[src/rtl/field_sel_cu_if.sv]
// Input events (debounced buttons, UART bytes) and registered selection outputs
// of the field-select control unit.
interface field_sel_cu_if #(
    parameter int NUM_FIELDS = 4,
    parameter int PAGE_SIZE  = 2
);
    localparam int NUM_PAGES = NUM_FIELDS / PAGE_SIZE;
    localparam int SEL_W     = (NUM_FIELDS > 1) ? $clog2(NUM_FIELDS) : 1;
    localparam int PAGE_W    = (NUM_PAGES > 1) ? $clog2(NUM_PAGES) : 1;

    logic              btn_left;
    logic              btn_right;
    logic              btn_page;
    logic              btn_edit;
    logic              btn_up;
    logic              btn_down;
    logic [7:0]        uart_rx;
    logic              uart_rx_done;

    logic [SEL_W-1:0]  o_field_sel;
    logic [PAGE_W-1:0] o_page;
    logic              o_edit;
    logic              o_inc;
    logic              o_dec;
    logic              o_blink;

    modport master (
        output btn_left, btn_right, btn_page, btn_edit, btn_up, btn_down,
        output uart_rx, uart_rx_done,
        input  o_field_sel, o_page, o_edit, o_inc, o_dec, o_blink
    );

    modport slave (
        input  btn_left, btn_right, btn_page, btn_edit, btn_up, btn_down,
        input  uart_rx, uart_rx_done,
        output o_field_sel, o_page, o_edit, o_inc, o_dec, o_blink
    );
endinterface

[src/rtl/field_sel_cu.sv]
// Paged field-select control unit with an EDIT mode that issues inc/dec pulses,
// drives a blink phase and falls back to IDLE after a period of inactivity.
module field_sel_cu #(
    parameter int NUM_FIELDS   = 4,
    parameter int PAGE_SIZE    = 2,
    parameter int WRAP         = 0,
    parameter int IDLE_TIMEOUT = 500_000_000,
    parameter int BLINK_HALF   = 50_000_000
) (
    input logic           clk,
    input logic           rst,
    field_sel_cu_if.slave bus
);
    localparam int NUM_PAGES = NUM_FIELDS / PAGE_SIZE;
    localparam int SEL_W     = (NUM_FIELDS > 1) ? $clog2(NUM_FIELDS) : 1;
    localparam int PAGE_W    = (NUM_PAGES > 1) ? $clog2(NUM_PAGES) : 1;
    localparam int POS_W     = (PAGE_SIZE > 1) ? $clog2(PAGE_SIZE) : 1;
    localparam int IDLE_W    = $clog2(IDLE_TIMEOUT + 1);
    localparam int BLINK_W   = $clog2(BLINK_HALF + 1);

    localparam logic [POS_W-1:0]   POS_LAST   = POS_W'(PAGE_SIZE - 1);
    localparam logic [PAGE_W-1:0]  PAGE_LAST  = PAGE_W'(NUM_PAGES - 1);
    localparam logic [IDLE_W-1:0]  IDLE_LAST  = IDLE_W'(IDLE_TIMEOUT - 1);
    localparam logic [BLINK_W-1:0] BLINK_LAST = BLINK_W'(BLINK_HALF - 1);

    if (PAGE_SIZE < 1 || (NUM_FIELDS % PAGE_SIZE) != 0) begin : g_bad_layout
        $error("field_sel_cu: NUM_FIELDS must be a positive multiple of PAGE_SIZE");
    end
    if (IDLE_TIMEOUT < 1 || BLINK_HALF < 1) begin : g_bad_timing
        $error("field_sel_cu: IDLE_TIMEOUT and BLINK_HALF must be at least 1");
    end

    typedef enum logic {ST_IDLE, ST_EDIT} state_t;

    typedef enum logic [2:0] {
        EV_NONE, EV_NEXT, EV_PREV, EV_EDIT, EV_LEFT, EV_RIGHT, EV_UP, EV_DOWN
    } event_t;

    function automatic event_t uart_event(input logic [7:0] b);
        case (b)
            8'h4C, 8'h6C: return EV_LEFT;
            8'h52, 8'h72: return EV_RIGHT;
            8'h4E, 8'h6E: return EV_NEXT;
            8'h50, 8'h70: return EV_PREV;
            8'h45, 8'h65: return EV_EDIT;
            8'h55, 8'h75: return EV_UP;
            8'h44, 8'h64: return EV_DOWN;
            default:      return EV_NONE;
        endcase
    endfunction

    state_t             state_q,     state_d;
    logic [POS_W-1:0]   pos_q,       pos_d;
    logic [PAGE_W-1:0]  page_q,      page_d;
    logic [SEL_W-1:0]   field_sel_q, field_sel_d;
    logic [IDLE_W-1:0]  idle_cnt_q,  idle_cnt_d;
    logic [BLINK_W-1:0] blink_cnt_q, blink_cnt_d;
    logic               blink_q,     blink_d;
    logic               inc_q,       inc_d;
    logic               dec_q,       dec_d;
    event_t             evt;

    // One event per cycle: any button beats UART, then fixed button priority.
    always_comb begin
        evt = EV_NONE;
        if      (bus.btn_page)     evt = EV_NEXT;
        else if (bus.btn_edit)     evt = EV_EDIT;
        else if (bus.btn_left)     evt = EV_LEFT;
        else if (bus.btn_right)    evt = EV_RIGHT;
        else if (bus.btn_up)       evt = EV_UP;
        else if (bus.btn_down)     evt = EV_DOWN;
        else if (bus.uart_rx_done) evt = uart_event(bus.uart_rx);
    end

    always_comb begin
        // NOTE: every signal driven here gets a default first, so no path leaves
        // one unassigned and no latch is inferred.
        state_d     = state_q;
        pos_d       = pos_q;
        page_d      = page_q;
        idle_cnt_d  = idle_cnt_q;
        blink_cnt_d = blink_cnt_q;
        blink_d     = blink_q;
        inc_d       = 1'b0;
        dec_d       = 1'b0;

        case (evt)
            EV_LEFT: begin
                if (pos_q != POS_LAST)  pos_d = pos_q + 1'b1;
                else if (WRAP != 0)     pos_d = '0;
            end
            EV_RIGHT: begin
                if (pos_q != '0)        pos_d = pos_q - 1'b1;
                else if (WRAP != 0)     pos_d = POS_LAST;
            end
            EV_NEXT: page_d = (page_q == PAGE_LAST) ? '0 : page_q + 1'b1;
            EV_PREV: page_d = (page_q == '0) ? PAGE_LAST : page_q - 1'b1;
            default: ;
        endcase

        unique case (state_q)
            ST_IDLE: begin
                if (evt == EV_EDIT) begin
                    state_d     = ST_EDIT;
                    idle_cnt_d  = '0;
                    blink_cnt_d = '0;
                    blink_d     = 1'b1;
                end
            end
            ST_EDIT: begin
                if (evt == EV_EDIT) begin
                    state_d     = ST_IDLE;
                    idle_cnt_d  = '0;
                    blink_cnt_d = '0;
                    blink_d     = 1'b0;
                end else begin
                    inc_d = (evt == EV_UP);
                    dec_d = (evt == EV_DOWN);
                    if (blink_cnt_q == BLINK_LAST) begin
                        blink_cnt_d = '0;
                        blink_d     = ~blink_q;
                    end else begin
                        blink_cnt_d = blink_cnt_q + 1'b1;
                    end
                    // An accepted event always outranks a coincident timeout.
                    if (evt != EV_NONE) begin
                        idle_cnt_d = '0;
                    end else if (idle_cnt_q == IDLE_LAST) begin
                        state_d     = ST_IDLE;
                        idle_cnt_d  = '0;
                        blink_cnt_d = '0;
                        blink_d     = 1'b0;
                    end else begin
                        idle_cnt_d = idle_cnt_q + 1'b1;
                    end
                end
            end
        endcase

        field_sel_d = SEL_W'(int'(page_d) * PAGE_SIZE + int'(pos_d));
    end

    // NOTE: state registers use non-blocking assignments so every flop samples
    // the pre-edge values regardless of statement order.
    always_ff @(posedge clk or posedge rst) begin
        if (rst) begin
            state_q     <= ST_IDLE;
            pos_q       <= '0;
            page_q      <= '0;
            field_sel_q <= '0;
            idle_cnt_q  <= '0;
            blink_cnt_q <= '0;
            blink_q     <= 1'b0;
            inc_q       <= 1'b0;
            dec_q       <= 1'b0;
        end else begin
            state_q     <= state_d;
            pos_q       <= pos_d;
            page_q      <= page_d;
            field_sel_q <= field_sel_d;
            idle_cnt_q  <= idle_cnt_d;
            blink_cnt_q <= blink_cnt_d;
            blink_q     <= blink_d;
            inc_q       <= inc_d;
            dec_q       <= dec_d;
        end
    end

    assign bus.o_field_sel = field_sel_q;
    assign bus.o_page      = page_q;
    assign bus.o_edit      = (state_q == ST_EDIT);
    assign bus.o_inc       = inc_q;
    assign bus.o_dec       = dec_q;
    assign bus.o_blink     = blink_q;
endmodule

[src/flat_wrapper.sv]
// flat-port wrapper written by rule: the top's interface ports become plain ports
module field_sel_cu_flat 
#(
    parameter int NUM_FIELDS   = 4,
    parameter int PAGE_SIZE    = 2,
    parameter int WRAP         = 0,
    parameter int IDLE_TIMEOUT = 500_000_000,
    parameter int BLINK_HALF   = 50_000_000
)
  (clk, rst, bus_btn_left, bus_btn_right, bus_btn_page, bus_btn_edit, bus_btn_up, bus_btn_down, bus_uart_rx, bus_uart_rx_done, bus_o_field_sel, bus_o_page, bus_o_edit, bus_o_inc, bus_o_dec, bus_o_blink);
  field_sel_cu_if #(.NUM_FIELDS(NUM_FIELDS), .PAGE_SIZE(PAGE_SIZE)) bus_i ();
  input logic clk;
  input logic rst;
  input wire logic [$bits(bus_i.btn_left)-1:0] bus_btn_left;
  input wire logic [$bits(bus_i.btn_right)-1:0] bus_btn_right;
  input wire logic [$bits(bus_i.btn_page)-1:0] bus_btn_page;
  input wire logic [$bits(bus_i.btn_edit)-1:0] bus_btn_edit;
  input wire logic [$bits(bus_i.btn_up)-1:0] bus_btn_up;
  input wire logic [$bits(bus_i.btn_down)-1:0] bus_btn_down;
  input wire logic [$bits(bus_i.uart_rx)-1:0] bus_uart_rx;
  input wire logic [$bits(bus_i.uart_rx_done)-1:0] bus_uart_rx_done;
  output wire logic [$bits(bus_i.o_field_sel)-1:0] bus_o_field_sel;
  output wire logic [$bits(bus_i.o_page)-1:0] bus_o_page;
  output wire logic [$bits(bus_i.o_edit)-1:0] bus_o_edit;
  output wire logic [$bits(bus_i.o_inc)-1:0] bus_o_inc;
  output wire logic [$bits(bus_i.o_dec)-1:0] bus_o_dec;
  output wire logic [$bits(bus_i.o_blink)-1:0] bus_o_blink;
  assign bus_i.btn_left = bus_btn_left;
  assign bus_i.btn_right = bus_btn_right;
  assign bus_i.btn_page = bus_btn_page;
  assign bus_i.btn_edit = bus_btn_edit;
  assign bus_i.btn_up = bus_btn_up;
  assign bus_i.btn_down = bus_btn_down;
  assign bus_i.uart_rx = bus_uart_rx;
  assign bus_i.uart_rx_done = bus_uart_rx_done;
  assign bus_o_field_sel = bus_i.o_field_sel;
  assign bus_o_page = bus_i.o_page;
  assign bus_o_edit = bus_i.o_edit;
  assign bus_o_inc = bus_i.o_inc;
  assign bus_o_dec = bus_i.o_dec;
  assign bus_o_blink = bus_i.o_blink;
  field_sel_cu #(.NUM_FIELDS(NUM_FIELDS), .PAGE_SIZE(PAGE_SIZE), .WRAP(WRAP), .IDLE_TIMEOUT(IDLE_TIMEOUT), .BLINK_HALF(BLINK_HALF)) u_core (.clk(clk), .rst(rst), .bus(bus_i));
endmodule
[config.mk]
export PLATFORM = sky130hd
export DESIGN_NAME = field_sel_cu_flat
export DESIGN_NICKNAME = d
export VERILOG_FILES = /design/src/rtl/field_sel_cu_if.sv /design/src/rtl/field_sel_cu.sv /design/src/flat_wrapper.sv
export SDC_FILE = /design/constraint.sdc
export NUM_CORES = 1
export LEC_CHECK = 0
export CELL_PAD_IN_SITES_DETAIL_PLACEMENT = 2
export CELL_PAD_IN_SITES_GLOBAL_PLACEMENT = 2
export CORE_AREA = 2 2 105 107
export DETAILED_ROUTE_END_ITERATION = 12
export DIE_AREA = 0 0 107 109
export GPL_ROUTABILITY_DRIVEN = 1
export PLACE_DENSITY = 0.87
export SKIP_CTS_REPAIR_TIMING = 1
export SYNTH_ARGS = -nofsm -noshare
export SYNTH_HDL_FRONTEND = slang
export SYNTH_SLANG_ARGS = --single-unit
[constraint.sdc]
create_clock -name clk -period 2.8 [get_ports clk]
set_input_delay 0.7 -clock clk [delete_from_list [all_inputs] [get_ports clk]]
set_output_delay 0.7 -clock clk [all_outputs]
set_load 0.05 [all_outputs]
==> impl_metrics.tcl, run 1 <==
set metrics [dict create \
    outcome "completed" \
    place.gp.congestion 0.761 \
    synth_area_leader_cell "dfrtp_1" \
    die_area_sq_um 11700 \
    yosys_warnings 0 \
    clk_latency_ns 0.36 \
    cts_tree "yes" \
    core_area_sq_um 10600 \
    drt-vias-per-instance 5.76 \
    setup_tns_ns 0 \
    powerDensity_nw_per_um2 502 \
    overflow 0 \
    synth_area_leaders "dfrtp_1 40%, nand2_1 5.0%, nand3_1 4.4%, nor2_1 4.2%, xor2_1 3.5%" \
    worstMarginPinSlew_ns 0.526 \
    finalCritPeriodShare_pct 97.0 \
    critPathArrivalTime_ns 3.01 \
    drtIter0Drc 86 \
    p_leak_uw 0.00190 \
    drt-total-wl_microns 12700 \
    highest_layer "met4" \
    ys_seq_area_share_pct 40.3 \
    grt_max_degree 43 \
    path_cells "clkdlybuf4s50_1, or4_4, a311oi_4, o2111ai_4, buf_4, nor3_1, a221o_1" \
    period_needed_ns 2.72 \
    synth_seq_cells 61 \
    syn_area_per_cell_sq_um 8.84 \
    h-tree-depth 3 \
    total_power_uw 2340 \
    cap_violations 0 \
    dp_hpwl_microns 9100 \
    area_growth_pct 23.3 \
    hold_slack_ns 0.495 \
    met3WireLength_microns 246 \
    synthCells 428 \
    clock-sinks 61 \
    die_w_microns 107 \
    syn_area_sq_um 3780 \
    clk_pin_slew_worst_paths_ns 0.07 \
    criticalPathCategory "input port to flop" \
    rsz0062_at_grt "no" \
    worst_setup_path_end_kind "flop" \
    peakVddDrop_mv 0.267 \
    die_height_microns 109 \
    path_delay_family "simple AND/OR/NAND/NOR gates" \
    wl_per_cell_microns 20.1 \
    grt_util_all_layers_pct 23.9 \
    synth_ff_type "dfrtp_1" \
    startpoint_type "input port" \
    cp.required_ns 3.10 \
    fmax_ghz 0.368 \
    grt_pass1_vias 4157 \
    met1Wirelength_microns 5340 \
    antenna_found_initial 0 \
    hp-class "flop to flop" \
    setup_ws_ns 0.0840 \
    synth.net_count 447 \
    final_hold_viol_count 0 \
    layout.nets 504 \
    synth_edf_count 0 \
    portBuffers 22 \
    cts_buffers 9 \
    yosysMostFrequentCell "dfrtp_1" \
    skew_ns 0.00696 \
    setup_viol 0 \
    antenna_cells 0 \
    ioPinCount 24 \
    synth_common_cells "61 x dfrtp_1, 50 x nand2_1, 42 x nor2_1" \
    wl_met2_microns 6720 \
    ant_nets 0 \
    start_util_pct 35.7 \
    first_pass_iters 4 \
    max_stage_delay_ns 0.58 \
    std_cell_rows 38 \
    drc 0 \
    netlist.area_leader.share_pct 40.3 \
    root_buffer "clkbuf_8" \
    synth.distinct_cells 63 \
    grt_pass1_wl_microns 21800 \
    synthArstFlopShare_pct 100 \
    via_count 3627 \
    timing.slew.headroom_pct 64.8 \
    cts_buffer_depth 2 \
    critPathMaxFanout 6 \
    crit_buf_inv 2 \
    dpl_worst_slack_ns -0.346 \
    post_route_cells_drive_above_1_share_pct 18.2 \
    maxSlewViolCount 0 \
    final_util_pct 44.0 \
    critPathSlowestCell "or4_4" \
]
per-layer routing:
metal,up-vias,track usage [%]
met5,-,0
met4,0,9.28
met3,32,4.66
met2,46,43.9
met1,1857,27.5
li1,1692,-
kinds of logic (layout without fill, tap and decap cells):
logic type,count (synthesis),after routing,share of synthesized area [%]
AO/OA/AOI/OAI,87,87,17.9
buffers and inverters,34,96,4.17
multiplexers,3,3,0.827
flip-flops,61,61,40.3
XOR/XNOR,25,25,5.79
AND/OR/NAND/NOR,216,216,30.3
adder cells (fa/ha/maj),2,2,0.661
report_power, final:
part	switching [uW]	internal [uW]	leakage, uW
Combinational	347	223	0.000958
Sequential	55.5	921	0.000838
Clock	365	429	0.000103
path summary, 6_finish.rpt:
check	from	end	slack (ns)	cells after the start
max in group asynchronous	rst	u_core.idle_cnt_q[2]	1.51	3
min in group asynchronous	rst	asynchronous set/reset pin	0.69	2
max	bus_btn_down	u_core.idle_cnt_q[19]	0.08	7
min	u_core.blink_cnt_q[13]	u_core.blink_cnt_q[13]	0.50	1
min reg2reg	u_core.blink_cnt_q[13]	u_core.blink_cnt_q[13]	0.50	1
max reg2reg	u_core.idle_cnt_q[0]	u_core.idle_cnt_q[28]	0.24	7
registers in the layout (all words and copies together), names as in the netlist, named ones only:
name / count
u_core.blink_cnt_q: 26
u_core.bus.o_blink: 1
u_core.bus.o_dec: 1
u_core.bus.o_edit: 1
u_core.bus.o_inc: 1
u_core.idle_cnt_q: 29
stage by stage:
stage | instances | cell area, sq um
after CTS | 630 | 4640
after detailed placement | 614 | 4450
after floorplan | 428 | 3780
after global placement | 614 | 4450
after global routing | 630 | 4670
final | 630 | 4670
cells in the final DEF, fill, tap and decap left out, types with 3 or more instances in the layout:
master            n
a21o_1            4
nor3_1           10
and3_1            9
dfrtp_1          61
a21oi_1           5
clkbuf_8         10
nor4b_1           3
or3_1             7
and4_1            3
inv_1            17
o21ai_0          20
nand3_1          33
and3b_1           3
clkinv_2          4
and2_1            3
a31o_2           11
nand2b_1          3
o2111ai_1         3
nand3b_1          4
o32ai_1           3
buf_4            36
nor4_1           10
nand2_1          50
a22o_1            8
xnor2_1          10
buf_12            5
o22ai_1           6
xor2_1           15
nor2_1           42
clkdlybuf4s50_1  21
nand4_1          17
o211ai_1          3
a31oi_1           8
or2_2             3
worst register-to-register path: cells and delay by family, from the launching register on:
kind,cells,cell delay (ns)
and+or+nand+nor,5,1.68
DFF,1,0.43
muxes,1,0.14
adders and majority gates,1,0.23
layout make-up:
cell class | count | area (sq um)
Timing Repair Buffer | 62 | 581
Sequential cell | 61 | 1530
Clock inverter | 5 | 50.0
Multi-Input combinational cell | 333 | 2130
Fill cell | 1188 | 5940
Tap cell | 140 | 175
Inverter | 18 | 67.6
Clock buffer | 11 | 141
Note: power is estimated with default switching activity, not from simulation.
==> inputs of run 2 (changes only) <==
HOLD_SLACK_MARGIN = 0.06   (was not set)
==> results of run 2 <==
No change in the layout: final DEF, timing and power equal those of run 1.
